`config.mk`:
```
export PLATFORM = sky130hd
export DESIGN_NAME = ucie_ctl_rx_buffer
export DESIGN_NICKNAME = d
export VERILOG_FILES = /design/src/rtl/ucie_ctl_rx_buffer.sv
export SDC_FILE = /design/constraint.sdc
export NUM_CORES = 1
export LEC_CHECK = 0
export ABC_AREA = 1
export CORE_ASPECT_RATIO = 0.75
export CORE_MARGIN = 3
export CORE_UTILIZATION = 34
export CTS_CLUSTER_SIZE = 10
export DETAILED_ROUTE_END_ITERATION = 10
export PLACE_DENSITY_LB_ADDON = 0.15
export SYNTH_ARGS = -nofsm -noshare
export SYNTH_HDL_FRONTEND = slang
export SYNTH_SLANG_ARGS = --single-unit
```
`constraint.sdc`:
```
create_clock -name i_clk -period 3.54 [get_ports i_clk]
set_clock_uncertainty 0.2 [all_clocks]
set_input_delay 0.708 -clock i_clk [delete_from_list [all_inputs] [get_ports i_clk]]
set_output_delay 0.708 -clock i_clk [all_outputs]
set_load 0.01 [all_outputs]
```
`src/rtl/ucie_ctl_rx_buffer.sv`:
```
// ucie_ctl_rx_buffer
//   RX-side word buffer of the UCIe controller. Captures words from the RX
//   datapath while the RX FSM enables it and presents them first-word-fall-
//   through to the protocol-layer consumer over a valid/ready handshake.
//   A write into a full buffer (with no simultaneous pop) is dropped and
//   reported by a one-cycle o_overflow_detected pulse on the following cycle.
//
// Ports
//   i_clk               clock, rising edge
//   i_rst               asynchronous, active-low reset
//   i_buffer_enable     1 = buffer active, 0 = held flushed (synchronous clear)
//   i_wr_valid/i_wr_data  RX datapath word
//   o_rd_valid/o_rd_data  head word to consumer (FWFT)
//   i_rd_ready          consumer accepts head word
//   o_full/o_empty      occupancy == DEPTH / occupancy == 0
//   o_count             occupancy, 0..DEPTH
//   o_overflow_detected one-cycle pulse per dropped word
//   o_overflow_count    (UCIE_CTL_RX_BUF_OVF_CNT_EN only) saturating 8-bit
//                       count of dropped words
//
// Optional feature macro: UCIE_CTL_RX_BUF_OVF_CNT_EN

module ucie_ctl_rx_buffer #(
  parameter int DATA_WIDTH = 32,
  parameter int DEPTH_LOG2 = 3
) (
  input  logic                  i_clk,
  input  logic                  i_rst,
  input  logic                  i_buffer_enable,
  input  logic                  i_wr_valid,
  input  logic [DATA_WIDTH-1:0] i_wr_data,
  output logic                  o_rd_valid,
  output logic [DATA_WIDTH-1:0] o_rd_data,
  input  logic                  i_rd_ready,
  output logic                  o_full,
  output logic                  o_empty,
  output logic [DEPTH_LOG2:0]   o_count,
`ifdef UCIE_CTL_RX_BUF_OVF_CNT_EN
  output logic [7:0]            o_overflow_count,
`endif
  output logic                  o_overflow_detected
);

  localparam int DEPTH = 1 << DEPTH_LOG2;

  logic [DATA_WIDTH-1:0] r_mem [DEPTH];
  logic [DEPTH_LOG2:0]   r_wr_ptr;
  logic [DEPTH_LOG2:0]   r_rd_ptr;
  logic [DEPTH_LOG2:0]   r_count;
  logic                  r_overflow;

  logic w_empty;
  logic w_full;
  logic w_pop;
  logic w_push_req;
  logic w_push;
  logic w_drop;

  // MSB of each pointer is the wrap bit; same address with differing wrap
  // bits means the writer is a full lap ahead of the reader.
  assign w_empty = (r_wr_ptr == r_rd_ptr);
  assign w_full  = (r_wr_ptr[DEPTH_LOG2-1:0] == r_rd_ptr[DEPTH_LOG2-1:0]) &&
                   (r_wr_ptr[DEPTH_LOG2] != r_rd_ptr[DEPTH_LOG2]);

  assign o_rd_valid = i_buffer_enable & ~w_empty;
  assign o_rd_data  = r_mem[r_rd_ptr[DEPTH_LOG2-1:0]];

  assign w_pop      = o_rd_valid & i_rd_ready;
  assign w_push_req = i_buffer_enable & i_wr_valid;
  // A pop in the same cycle frees the slot, so a full buffer still accepts.
  assign w_push     = w_push_req & (~w_full | w_pop);
  assign w_drop     = w_push_req & w_full & ~w_pop;

  always_ff @(posedge i_clk or negedge i_rst) begin
    if (!i_rst) begin
      r_wr_ptr   <= '0;
      r_rd_ptr   <= '0;
      r_count    <= '0;
      r_overflow <= 1'b0;
    end else if (!i_buffer_enable) begin
      r_wr_ptr   <= '0;
      r_rd_ptr   <= '0;
      r_count    <= '0;
      r_overflow <= 1'b0;
    end else begin
      if (w_push) begin
        r_wr_ptr <= r_wr_ptr + 1'b1;
      end
      if (w_pop) begin
        r_rd_ptr <= r_rd_ptr + 1'b1;
      end
      if (w_push && !w_pop) begin
        r_count <= r_count + 1'b1;
      end else if (w_pop && !w_push) begin
        r_count <= r_count - 1'b1;
      end
      r_overflow <= w_drop;
    end
  end

  // Storage is intentionally not reset.
  always_ff @(posedge i_clk) begin
    if (w_push) begin
      r_mem[r_wr_ptr[DEPTH_LOG2-1:0]] <= i_wr_data;
    end
  end

  assign o_full              = w_full;
  assign o_empty             = w_empty;
  assign o_count             = r_count;
  assign o_overflow_detected = r_overflow;

`ifdef UCIE_CTL_RX_BUF_OVF_CNT_EN
  logic [7:0] r_ovf_cnt;

  always_ff @(posedge i_clk or negedge i_rst) begin
    if (!i_rst) begin
      r_ovf_cnt <= '0;
    end else if (!i_buffer_enable) begin
      r_ovf_cnt <= '0;
    end else if (w_drop && (r_ovf_cnt != 8'hFF)) begin
      r_ovf_cnt <= r_ovf_cnt + 8'd1;
    end
  end

  assign o_overflow_count = r_ovf_cnt;
`endif

endmodule

```
-- After elaboration in Yosys (flattened, before gate mapping)
Memory sizes are Yosys's and may differ from the RTL's.
Index checks and enable logic that the tools add are counted.
- register bits after elaboration: 13
- memory bits (writable): 256
- input bits: 37
- memories kept: 1
- $add $sub $neg: 4
- eq/ne operators: 6
- muxes and demuxes: 10
- bitwise operators: 10
- reductions and logical operators: 5
- memory list (name ; depth ; bits a word ; rd ports ; clocked after memory_dff ; wr ports ; line ; RTL):
    r_mem ; 8 ; 32 ; 1 ; 0 ; 1 ; 46 ; logic [DATA_WIDTH-1:0] r_mem [DEPTH];
- operators with widths (kind ; count):
    $mux 4 ; 7
    $add 4x1->4 const B ; 3
    $and 1x1->1 ; 6
    $eq 4x4->1 ; 1
    $ne 2x1->1 const B ; 2
    $sub 4x1->4 const B ; 1
    $eq 3x3->1 ; 1
    $logic_and 1x1->1 ; 3
    $mux 1 ; 3
    $ne 3x1->1 const B ; 1
    $not 1->1 ; 3
    $logic_not 1->1 ; 2
    $ne 1x1->1 ; 1
    $or 1x1->1 ; 1

-- Depth between registers and ports, before layout
Gate-level depths: netlist of run 1.
- depth in word-level cells: 11
- depth in mapped cells: 17
- gate-level depth less buffers: 16

-- Least setup slack after synthesis of run 1
Ideal clock, no wire load.
- kind: input to register
- from: in i_buffer_enable
- to: mem r_mem[1][0] (enable)
- data arrival time: 2.744 ns
- setup slack: 0.175 ns
- cell stages on the path: 7
- cell sequence: buf_2 > nand2_1 > inv_1 > nand2_2 > inv_4 > nand2_2 > nor2_1
- cells in the longest elaborated chain, start to end: 6
- RTL lines (element ; line ; RTL):
    start: declaration ; 29 ; input logic i_buffer_enable,
    $and 1x1->1 ; 65 ; assign o_rd_valid = i_buffer_enable & ~w_empty;
    $and 1x1->1 ; 68 ; assign w_pop = o_rd_valid & i_rd_ready;
    $or 1x1->1 ; 71 ; assign w_push = w_push_req & (~w_full | w_pop);
    $and 1x1->1 * ; 71 ;
    $mux 1 * ; 103 ; if (w_push) begin
    $mux 1 (implied by the code) * ; 104 ; r_mem[r_wr_ptr[DEPTH_LOG2-1:0]] <= i_wr_data;
    end: declaration ; 46 ;
Mark *: on every way between the ends. The rest lies on a longest branch, timed or not.

-- Worst setup path after layout of run 1
- from: reg r_rd_ptr[0]
- to: out o_rd_data[21]
- cells in the longest elaborated chain, start to end: 1
- RTL lines (element ; line ; RTL):
    start: declaration ; 48 ; logic [DEPTH_LOG2:0] r_rd_ptr;
    start signal: assignment ; 90 ; r_rd_ptr <= r_rd_ptr + 1'b1;
    $mem_v2 8x32 ; n/a ;
    end: declaration ; 33 ; output logic [DATA_WIDTH-1:0] o_rd_data,
No other way between the ends.

==> results of run 1 <==
cell usage after synthesis:
cell type  count
buf_1          1
nor3_1         1
nand4_1        3
xnor2_1        1
nor2_2         3
edfxtp_1     256
inv_4          1
buf_4          4
o22ai_1       32
a21oi_1        1
nand3_4        2
a31oi_1       32
clkbuf_1      32
o21ai_1        4
a21oi_4        1
buf_6          1
nand2_4        1
nand3_1        8
fa_1           1
nor2_1       235
nand2_2        8
inv_2          6
inv_1         13
o21ai_0      132
xor2_1         3
dfrtp_1       13
buf_2         13
ha_1           4
nand2_1       37
repair_timing:
| action | in CTS | in global routing |
|---|---|---|
| hold buffers | 0 | 0 |
| gates cloned | 2 | 0 |
| endpoints found under the setup margin | 31 | 26 |
| resized for setup | 9 | 5 |
per-layer routing:
| layer | share of wire [%] | wire length (um) |
|---|---|---|
| met5 | 0 | 0 |
| met4 | 1.5 | 393 |
| met3 | 4.6 | 1209 |
| met2 | 44 | 11550 |
| met1 | 50 | 13190 |
power by group:
part / total [mW] / internal [mW] / switching, mW
clock network: 2.84 / 1.63 / 1.21
logic: 1.49 / 0.633 / 0.854
registers: 3.60 / 3.56 / 0.0373
total: 7.93 / 5.82 / 2.10
stage by stage:
stage	setup slack (ns)	instances	setup TNS, ns	util [%]
4_1_cts	0.005407	1357	0	42.88
5_1_grt	-0.09602	1357	-1.113	42.93
2_1_floorplan	0.1748	849	0	-
3_3_place_gp	0.3954	1298	0	39.65
6_report	0.02905	1357	0	42.93
3_5_place_dp	0.3897	1298	0	39.65
worst max-delay path, cell delays in order, from the launching register on:
cell	delay (ns)
dfrtp_4	0.47
buf_8	0.25
o21ai_0	0.15
o22ai_1	0.20
nor2_1	0.07
a31oi_1	0.32
clkdlybuf4s50_1	0.62
state kept, by name, indices dropped and copies added, names as in the netlist:
signal               cells
r_rd_ptr                 4
r_wr_ptr                 4
o_overflow_detected      1
o_count                  4
r_mem                  256
how the worst min path moves through the flow:
stage / from / to / slack (ns) / cells past startpoint
6_report: o_count[2]$_DFFE_PN0P_ / o_count[2]$_DFFE_PN0P_ / 0.34 / 2
5_1_grt: o_count[2]$_DFFE_PN0P_ / o_count[2]$_DFFE_PN0P_ / 0.38 / 2
4_1_cts: o_count[2]$_DFFE_PN0P_ / o_count[2]$_DFFE_PN0P_ / 0.35 / 2
3_5_place_dp: o_count[3]$_DFFE_PN0P_ / o_count[3]$_DFFE_PN0P_ / 0.33 / 2
3_3_place_gp: o_count[2]$_DFFE_PN0P_ / o_count[2]$_DFFE_PN0P_ / 0.33 / 2
2_1_floorplan: i_rst / o_count[0]$_DFFE_PN0P_ / 0.21 / 0
cell families (layout without fill, tap and decap cells):
family	count (synthesis)	after routing	synth area share [%]
flip-flops	269	269	74.69
buffers and inverters	71	180	2.869
XOR/XNOR	4	4	0.3266
AND/OR/NAND/NOR	298	298	11.18
adder cells (fa/ha/maj)	5	5	0.6532
AO/OA/AOI/OAI	202	202	10.28
area by class of cell:
class / instances / area share (%)
tap: 399 / 3.798
inverter: 20 / 0.6663
clock inverter: 4 / 0.1904
sequential: 269 / 60.99
clock buffer: 53 / 6.530
multi-input combinational: 509 / 18.86
timing repair buffer: 103 / 8.966
==> metrics.md, run 1 <==
| Metric | Value |
|---|---|
| Status | finished, final reports clean |
| Die X | ~210 um |
| Max Root-Sink Buffers | 3 |
| Worst Path Required | 2.63 ns |
| Rows | 55 |
| Met1 usage | 23.98% |
| Final setup viols | 0 |
| Total Power | 7.925 mW |
| Post-CTS setup buffers | 0 |
| Initial antenna violation count | 0 |
| DP Wirelength | 14,460 um |
| DRT iter0 DRCs | 641 |
| Clock Latency Late Sink | around 0.55 ns |
| CTS Root Cell | clkbuf_16 |
| Critical R2R Capture | o_count[3]$_DFFE_PN0P_ |
| Tmin final | approximately 3.5 ns |
| # IOs | 77 |
| Max cap viols | 0 |
| Crit Path Max Fanout | 36 |
| GR Util met2 | 23.24% |
| Share of layout cells above drive strength 1 | under 10% |
| Area of the core | 0.03062 mm2 |
| H-tree depth | 1 |
| CTS tree | built |
| First-pass GRT wire length | 40,750 um |
| WS Path Type | reg2out |
| Gr busiest metal | met1 |
| Most frequent cells in the layout | edfxtp_1 (256), nor2_1 (228), o21ai_0 (132) |
| Seq/Total Area, Yosys | 74.69% |
| Port bufs | 76 |
| Drt pass-1 iters | 5 |
| Vias in the first global route | 6,704 |
| Routability congestion estimate | 0.7440 |
| RSZ-0062 raised after global routing | true |
| Post-synth top area cell | edfxtp_1 |
| Die ar. | 0.03374 mm2 |
| Critical R2R Launch | r_rd_ptr[0]$_DFFE_PN0P_ |
| Worst hold path type | reg2reg |
| Final period util | between 90 and 100% |
| DIE HEIGHT | 159.8 um |
| Syn avg cell area | between 10 and 15 um2 |
| Netlist cell types | 29 |
| Ranking of synthesized cells by area | edfxtp_1 (72%), nor2_1 (8.2%), o21ai_0 (6.2%), dfrtp_1 (3.0%), a31oi_1 (1.9%) |
| DR vias | about 6.7k |
| Fillers | around 2.9k |
| Drt wl/cell | roughly 19 um |
| Clk pin slew, worst setup/hold paths | 0.06 ns |
| Worst hold margin | between 0.3 and 0.4 ns |
| Pins Over Slew Limit | 0 |
| Largest net degree at the start of global routing | 73 |
| Grt ovf | 0 |
| Total wire length | 26,340 um |
| CP Data Arrival Time | 2.60 ns |
| # diodes | 0 |
| Synth top area share | 71.66% |
| Power per cell area | 602.9 mW/mm2 |
| Slew Limit Headroom | 53.00% |
| Via density | 4.962 |
| Slew @ Worst Pin | 0.7028 ns |
| Num CTS Buffers | 31 |
| Final Hold Vio Count | 0 |
| Fmax | 284.8 MHz |
| Leak | 4.446 nW |
| Worst setup SP type | flop |
| Gr usage total | 15.46% |
| Synthesized net count | around 890 |
| Area of the mapped netlist | 0.01073 mm2 |
| Detail Route Antenna Nets | 0 |
| Final nets | 976 |
| Area of the multi-input gates | 0.002479 mm2 |
| Critical Path Sink | o_rd_data[21] |
| VDD IR-drop max | roughly 360 uV |
| Clock sink count | between 200 and 300 |
| CP Capture Type | output pin |
| Synthesized flop and latch total | 269 |
| Layout area overhead | 22.53% |
| M3 GR Usage | 2.435% |
| CP Launch Point | r_rd_ptr[0]$_DFFE_PN0P_ |
| Initial Util | 35.03% |
| Most common cell after layout, fill and taps aside | edfxtp_1 |
| Syn Inst Count | 849 |
| Flip-flop and latch area | 0.008018 mm2 |
| Placed cell areas | 0.01214 mm2 |
| Reg-to-reg setup timing slack | 0.72 ns |
| DR DRC count | 0 |
| Worst-case reg-to-reg path depth | 17 |
| YS warnings | 0 |
| Post-route cell area | between 0.01 and 0.015 mm2 |
Note: power is estimated with default switching activity, not from simulation.
==> run 2, diff against run 1 <==
==> constraint.sdc (replaced) <==
create_clock -name i_clk -period 3.54 [get_ports i_clk]
set_clock_uncertainty 0.2 [all_clocks]
set_input_delay 0.354 -clock i_clk [delete_from_list [all_inputs] [get_ports i_clk]]
set_output_delay 0.354 -clock i_clk [all_outputs]
set_load 0.01 [all_outputs]
==> metrics.md, run 2 (same netlist as run 1, synthesis figures left out) <==
| Metric | Value |
|---|---|
| Status | finished, final reports clean |
| Worst Path Required | 2.99 ns (+0.36 ns) |
| Fmax | 296.2 MHz (+4.0%) |
| VDD IR-drop max | 359.0 uV (-1.0%) |
| Switching part of the total | 26.37% (-0.16 points) |
| RSZ-0062 raised after global routing | false |
| Sw Pwr | 2.077 mW (-1.2%) |
| Final WS setup | 0.1638 ns (+0.1347 ns) |
| Leak | 4.399 nW (-1.1%) |
| DP Cell Count | 1,300 (+0.15%) |
| Pins Over Slew Limit | 0 (unchanged) |
| Slew Limit Headroom | 51.34% (-1.7 points) |
| Most frequent cells in the layout | edfxtp_1 (256), nor2_1 (228), o21ai_0 (132) |
| Share of layout cells above drive strength 1 | 9.593% (-0.32 points) |
| CTS tree | built |
| DP Wirelength | 14,280 um (-1.2%) |
| Total wire length | 25,740 um (-2.3%) |
| Tmin final | 3.376 ns (-0.1347 ns) |
| Die ar. | 0.03374 mm2 (unchanged) |
| Worst hold path type | in2async |
| Sequential share of power | 45.9% (+0.5 points) |
| Via density | 4.922 (-0.80%) |
| Area of the core | 0.03062 mm2 (unchanged) |
| Final period util | 95.37% (-3.8 points) |
| Drt pass-1 iters | 5 (unchanged) |
| Final non-filler cell total | 1,358 (+0.074%) |
| Initial antenna violation count | 1 (+1) |
| Detail Route Antenna Nets | 0 (unchanged) |
| DIE HEIGHT | 159.8 um (unchanged) |
| Internal | 5.797 mW (-0.43%) |
| GR Util met2 | 22.71% (-0.53 points) |
| Critical path cell sequence | buf_12 -> o21ai_0 -> o22ai_1 -> nor2_1 -> a31oi_1 -> clkdlybuf4s50_1 |
| Routability congestion estimate | 0.7747 (+4.1%) |
| Rows | 55 (unchanged) |
| Num CTS Buffers | 31 (unchanged) |
| Vias in the first global route | 6,430 (-4.1%) |
| Pre-CTS WS | 0.6978 ns (+0.3081 ns) |
| Drt wl/cell | 18.95 um (-2.4%) |
| Die X | 211.1 um (unchanged) |
| M3 GR Usage | 3.123% (+0.69 points) |
| Final Hold Vio Count | 0 (unchanged) |
| First-pass GRT wire length | 39,440 um (-3.2%) |
| Crit Path Max Fanout | 70 (+94%) |
| Final setup viols | 0 (unchanged) |
| Power per cell area | 603.4 mW/mm2 (about the same) |
| Slew @ Worst Pin | 0.7276 ns (+0.02477 ns) |
| CP Data Arrival Time | 2.82 ns (+0.22 ns) |
| CP Capture Type | output pin |
| Comb power frac | 18.1% (-0.7 points) |
| DR DRC count | 0 (unchanged) |
| Port bufs | 76 (unchanged) |
| Grt ovf | 0 (unchanged) |
| # IOs | 77 (unchanged) |
| Max reg flops | 256 (unchanged) |
| Slowest stage delay, CP | 0.61 ns (about the same) |
| Clock Latency Late Sink | 0.56 ns (about the same) |
| # diodes | 0 (unchanged) |
| Clock sink count | 269 (unchanged) |
| Layout area overhead | 21.64% |
| DR vias | 6,684 (-0.73%) |
| Gr busiest metal | met2 |
| CTS Hold Buffers Added | 0 (unchanged) |
| Gr usage total | 14.96% (-0.49 points) |
| DRT iter0 DRCs | 534 (-17%) |
| Most common cell after layout, fill and taps aside | edfxtp_1 |
| Max Root-Sink Buffers | 3 (unchanged) |
| Fillers | 2,803 (-2.3%) |
| Final nets | 976 (unchanged) |
| Largest net degree at the start of global routing | 71 (-2.7%) |
| Power share of the clock group | 36.0% (about the same) |
| Max cap viols | 0 (unchanged) |
| Slowest-stage cell, CP | clkdlybuf4s50_1 |
| H-tree depth | 1 (unchanged) |
| WS Path Type | reg2out |
| Worst setup SP type | flop |
| TNS Setup | 0 ns (unchanged) |
| CTS Root Cell | clkbuf_16 |
| Clk pin slew, worst setup/hold paths | 0.06 ns (about the same) |
| Post-CTS setup buffers | 0 (unchanged) |
| Met1 usage | 22.40% (-1.6 points) |
| Initial Util | 35.03% (unchanged) |
## run 2: cell types whose count changed in the layout (fill, tap and decap cells not counted)
cell	delta
clkinv_4	-1
buf_6	-1
buf_8	-2
a31oi_1	+2
a31oi_2	-2
buf_16	+1
buf_12	-2
clkbuf_1	+2
clkdlybuf4s50_1	+2
dlymetal6s2s_1	-2
clkinvlp_4	-1
inv_2	+1
buf_4	+6
bufbuf_16	-2
## run 2: power groups by stage
| stage | Combinational (mW) | Sequential [mW] | Clock, mW |
|---|---|---|---|
| after global placement | 1.44 | 3.68 | 0 |
| after floorplan | 0.788 | 3.66 | 0 |
| after CTS | 1.44 | 3.61 | 2.93 |
| after detailed placement | 1.43 | 3.68 | 0 |
| after global routing | 1.58 | 3.62 | 3.06 |
| final | 1.43 | 3.61 | 2.83 |
## run 2: what timing repair did
item,4_1_cts,5_1_grt
gates resized for setup,0,3
hold endpoints to repair,0,0
setup endpoints to repair,0,4
## run 2: area by class of cell
type                       count  area, um2  share of cell area, %
clock buffer                  55      865.8                  6.635
clock inverter                 3      21.27                 0.1630
inverter                      20      78.83                 0.6041
multi-input combinational    509       2466                  18.90
sequential                   269       8018                  61.44
tap                          399      499.2                  3.826
timing repair buffer         103       1100                  8.428
## run 2: worst paths after layout
path | slack (ns) | from | cells after the start | endpoint
setup reg to reg | 0.78 | r_rd_ptr[0]$_DFFE_PN0P_ | 16 | o_count[3]$_DFFE_PN0P_
min in group i_clk | 0.32 | i_buffer_enable | 4 | r_rd_ptr[3]$_DFFE_PN0P_
max in group asynchronous | 2.57 | i_rst | 1 | r_rd_ptr[0]$_DFFE_PN0P_
hold / removal | 0.03 | i_rst | 1 | r_rd_ptr[2]$_DFFE_PN0P_
setup / recovery | 0.16 | r_rd_ptr[0]$_DFFE_PN0P_ | 6 | o_rd_data[20]
hold reg to reg | 0.33 | o_count[3]$_DFFE_PN0P_ | 2 | o_count[3]$_DFFE_PN0P_
## run 2: worst max-delay path: cells and delay by family (launching register included)
family                 cells  cell delay, ns
AND/OR/NAND/NOR            1            0.06
AO/OA/AOI/OAI              3            0.62
buffers and inverters      2            0.94
flip-flops                 1            0.59
## run 2: routing by layer
layer / vias to the layer above / routed length (um)
met4: 2 / 415
met2: 139 / 11480
met5: - / 10
met1: 3266 / 12510
li1: 3240 / -
met3: 37 / 1318
## run 2: through the flow
stage                     hold WS [ns]  utilization (%)  instance area (um2)  power [mW]
final                          0.03388            42.61                13050       7.874
after global routing           0.05398            42.61                13050       8.264
after CTS                      0.03367            42.55                13030       7.981
after detailed placement        0.3158            39.66                12140       5.111
after global placement          0.3326            39.66                12140       5.118
after floorplan                -0.1416                -                10730       4.443
==> run 3, diff against run 2 <==
--- a/config.mk
+++ b/config.mk
@@ -8,7 +8,7 @@
 export ABC_AREA = 1
 export CORE_ASPECT_RATIO = 0.75
 export CORE_MARGIN = 3
-export CORE_UTILIZATION = 34
+export CORE_UTILIZATION = 55
 export CTS_CLUSTER_SIZE = 10
 export DETAILED_ROUTE_END_ITERATION = 10
 export PLACE_DENSITY_LB_ADDON = 0.15
==> metrics.md, run 3 (same netlist as run 1, synthesis figures left out) <==
| Metric | Value |
|---|---|
| Share of layout cells above drive strength 1 | 9.428% (-0.17 points) |
| Worst hold path type | in2async |
| Worst Path Required | 2.99 ns (about the same) |
| PostCTS Resize Cnt | 0 (unchanged) |
| Most frequent cells in the layout | edfxtp_1 (256), nor2_1 (228), o21ai_0 (132) |
| Initial antenna violation count | 0 (-1) |
| Largest net degree at the start of global routing | 77 (+8.5%) |
| Final setup viols | 0 (unchanged) |
| Slew Limit Headroom | 58.25% (+6.9 points) |
| DRT iter0 DRCs | 641 (+20%) |
| Power share of the clock group | 34.7% (-1.3 points) |
| Drt pass-1 iters | 7 (+2) |
| CTS Hold Buffers Added | 0 (unchanged) |
| Pins Over Slew Limit | 0 (unchanged) |
| Flip-flop and latch area | 0.008018 mm2 (unchanged) |
| Final Hold Vio Count | 0 (unchanged) |
| Initial Util | 56.97% (+22 points) |
| Clock sink count | 269 (unchanged) |
| Final nets | 975 (-0.10%) |
| Slowest stage delay, CP | 0.63 ns (+0.02 ns) |
| Detail Route Antenna Nets | 0 (unchanged) |
| Vias in the first global route | 6,928 (+7.7%) |
| CP Data Arrival Time | 2.85 ns (+0.03 ns) |
| DP Cell Count | 1,147 (-12%) |
| Final period util | 96.03% (+0.66 points) |
| # IOs | 77 (unchanged) |
| Post-CTS setup buffers | 0 (unchanged) |
| DP Wirelength | 12,640 um (-11%) |
| Crit Path Max Fanout | 52 (-26%) |
| Port bufs | 76 (unchanged) |
| Via density | 5.804 (+18%) |
| Fillers | 1,324 (-53%) |
| TNS Setup | 0 ns (unchanged) |
| Comb power frac | 18.4% (+0.3 points) |
| Drt wl/cell | 19.61 um (+3.5%) |
| Tmin final | 3.400 ns (+0.02340 ns) |
| Critical path cell sequence | clkinv_2 -> buf_12 -> o21ai_0 -> o22ai_1 -> nor2_1 -> a31oi_1 -> clkdlybuf4s50_1 |
| Worst setup SP type | flop |
| Area of the core | 0.01883 mm2 (-39%) |
| First-pass GRT wire length | 36,400 um (-7.7%) |
| Rows | 43 (-22%) |
| DR DRC count | 0 (unchanged) |
| Slew @ Worst Pin | 0.6243 ns (-0.1033 ns) |
| Final non-filler cell total | 1,191 (-12%) |
| Die X | 167.3 um (-21%) |
| Max cap viols | 0 (unchanged) |
| Area of the multi-input gates | 0.002460 mm2 (-0.25%) |
| Layout area overhead | 19.23% |
| Slowest-stage cell, CP | dfrtp_4 |
| Internal | 5.736 mW (-1.1%) |
| CTS tree | built |
| H-tree depth | 1 (unchanged) |
| Most common cell after layout, fill and taps aside | edfxtp_1 |
| Reg-to-reg setup timing slack | 0.50 ns (-0.28 ns) |
| Num CTS Buffers | 30 (-3.2%) |
| WS Path Type | reg2out |
| Fmax | 294.1 MHz (-0.69%) |
| Leak | 4.385 nW (-0.32%) |
| Status | finished, final reports clean |
| DR vias | 6,913 (+3.4%) |
| # diodes | 0 (unchanged) |
| Switching part of the total | 25.55% (-0.82 points) |
| Final core utilization | 67.93% (+25 points) |
| Power per cell area | 602.4 mW/mm2 (-0.18%) |
| CTS Root Cell | clkbuf_16 |
| Max reg flops | 256 (unchanged) |
| Max Root-Sink Buffers | 3 (unchanged) |
| Post-route cell area | 0.01279 mm2 (-2.0%) |
| Routability congestion estimate | 0.8312 (+7.3%) |
| Sequential share of power | 46.9% (+1.0 points) |
| Clock Latency Late Sink | 0.53 ns (-0.03 ns) |
| Total wire length | 23,350 um (-9.3%) |
| Gr usage total | 21.53% (+6.6 points) |
| Die ar. | 0.02123 mm2 (-37%) |
| Placed cell areas | 0.01193 mm2 (-1.7%) |
| DIE HEIGHT | 127.0 um (-21%) |
| CP Capture Type | output pin |
| Sw Pwr | 1.969 mW (-5.2%) |
| RSZ-0062 raised after global routing | false |
| Clk pin slew, worst setup/hold paths | 0.06 ns (about the same) |
| VDD IR-drop max | 494.3 uV (+38%) |
| Grt ovf | 0 (unchanged) |
==> run 3: worst max-delay path: cells and delay by family, from the launching register on <==
kind            cells  cell delay [ns]
compound gates      3             0.54
buf+inv             3             1.05
flops               1             0.63
simple gates        1             0.06
==> run 3: power by group through the flow <==
stage	clock, mW	combinational [mW]	sequential, mW
after floorplan	0	0.788	3.66
after global placement	0	1.35	3.68
after detailed placement	0	1.38	3.68
after CTS	2.70	1.40	3.62
after global routing	2.84	1.56	3.62
final	2.67	1.42	3.62
==> run 3: final timing paths <==
kind | start | cells after the start | end
setup reg to reg | r_rd_ptr[0]$_DFFE_PN0P_ | 16 | o_count[3]$_DFFE_PN0P_
min in group i_clk | i_wr_data[29] | 1 | r_mem[6][29]$_DFFE_PP_
hold / removal | i_rst | 1 | o_count[0]$_DFFE_PN0P_
setup / recovery | r_rd_ptr[0]$_DFFE_PN0P_ | 7 | o_rd_data[23]
hold reg to reg | o_count[0]$_DFFE_PN0P_ | 2 | o_count[0]$_DFFE_PN0P_
max in group asynchronous | i_rst | 1 | r_rd_ptr[0]$_DFFE_PN0P_
==> run 3: layer usage <==
layer  share of wire [%]  up-vias  GRT usage [%]
li1                    -     3221              -
met2                  48      230          36.13
met1                  45     3433          30.18
met3                 6.0       29          3.676
met4                 1.4        0          4.906
met5                   0        -              0
==> run 3: layout make-up <==
cell class / instances / area share, %
sequential: 269 / 62.68
multi-input combinational: 509 / 19.23
timing repair buffer: 103 / 8.637
clock buffer: 43 / 6.417
tap: 247 / 2.416
inverter: 20 / 0.6163
==> run 3: metrics by stage <==
step	hold WS, ns	power [mW]	setup slack (ns)
4_1_cts	0.02315	7.717	0.07218
3_3_place_gp	0.3346	5.026	0.7121
5_1_grt	0.06179	8.020	0.01098
3_5_place_dp	0.3413	5.062	0.6114
2_1_floorplan	-0.1416	4.443	0.3332
6_report	0.008672	7.705	0.1404
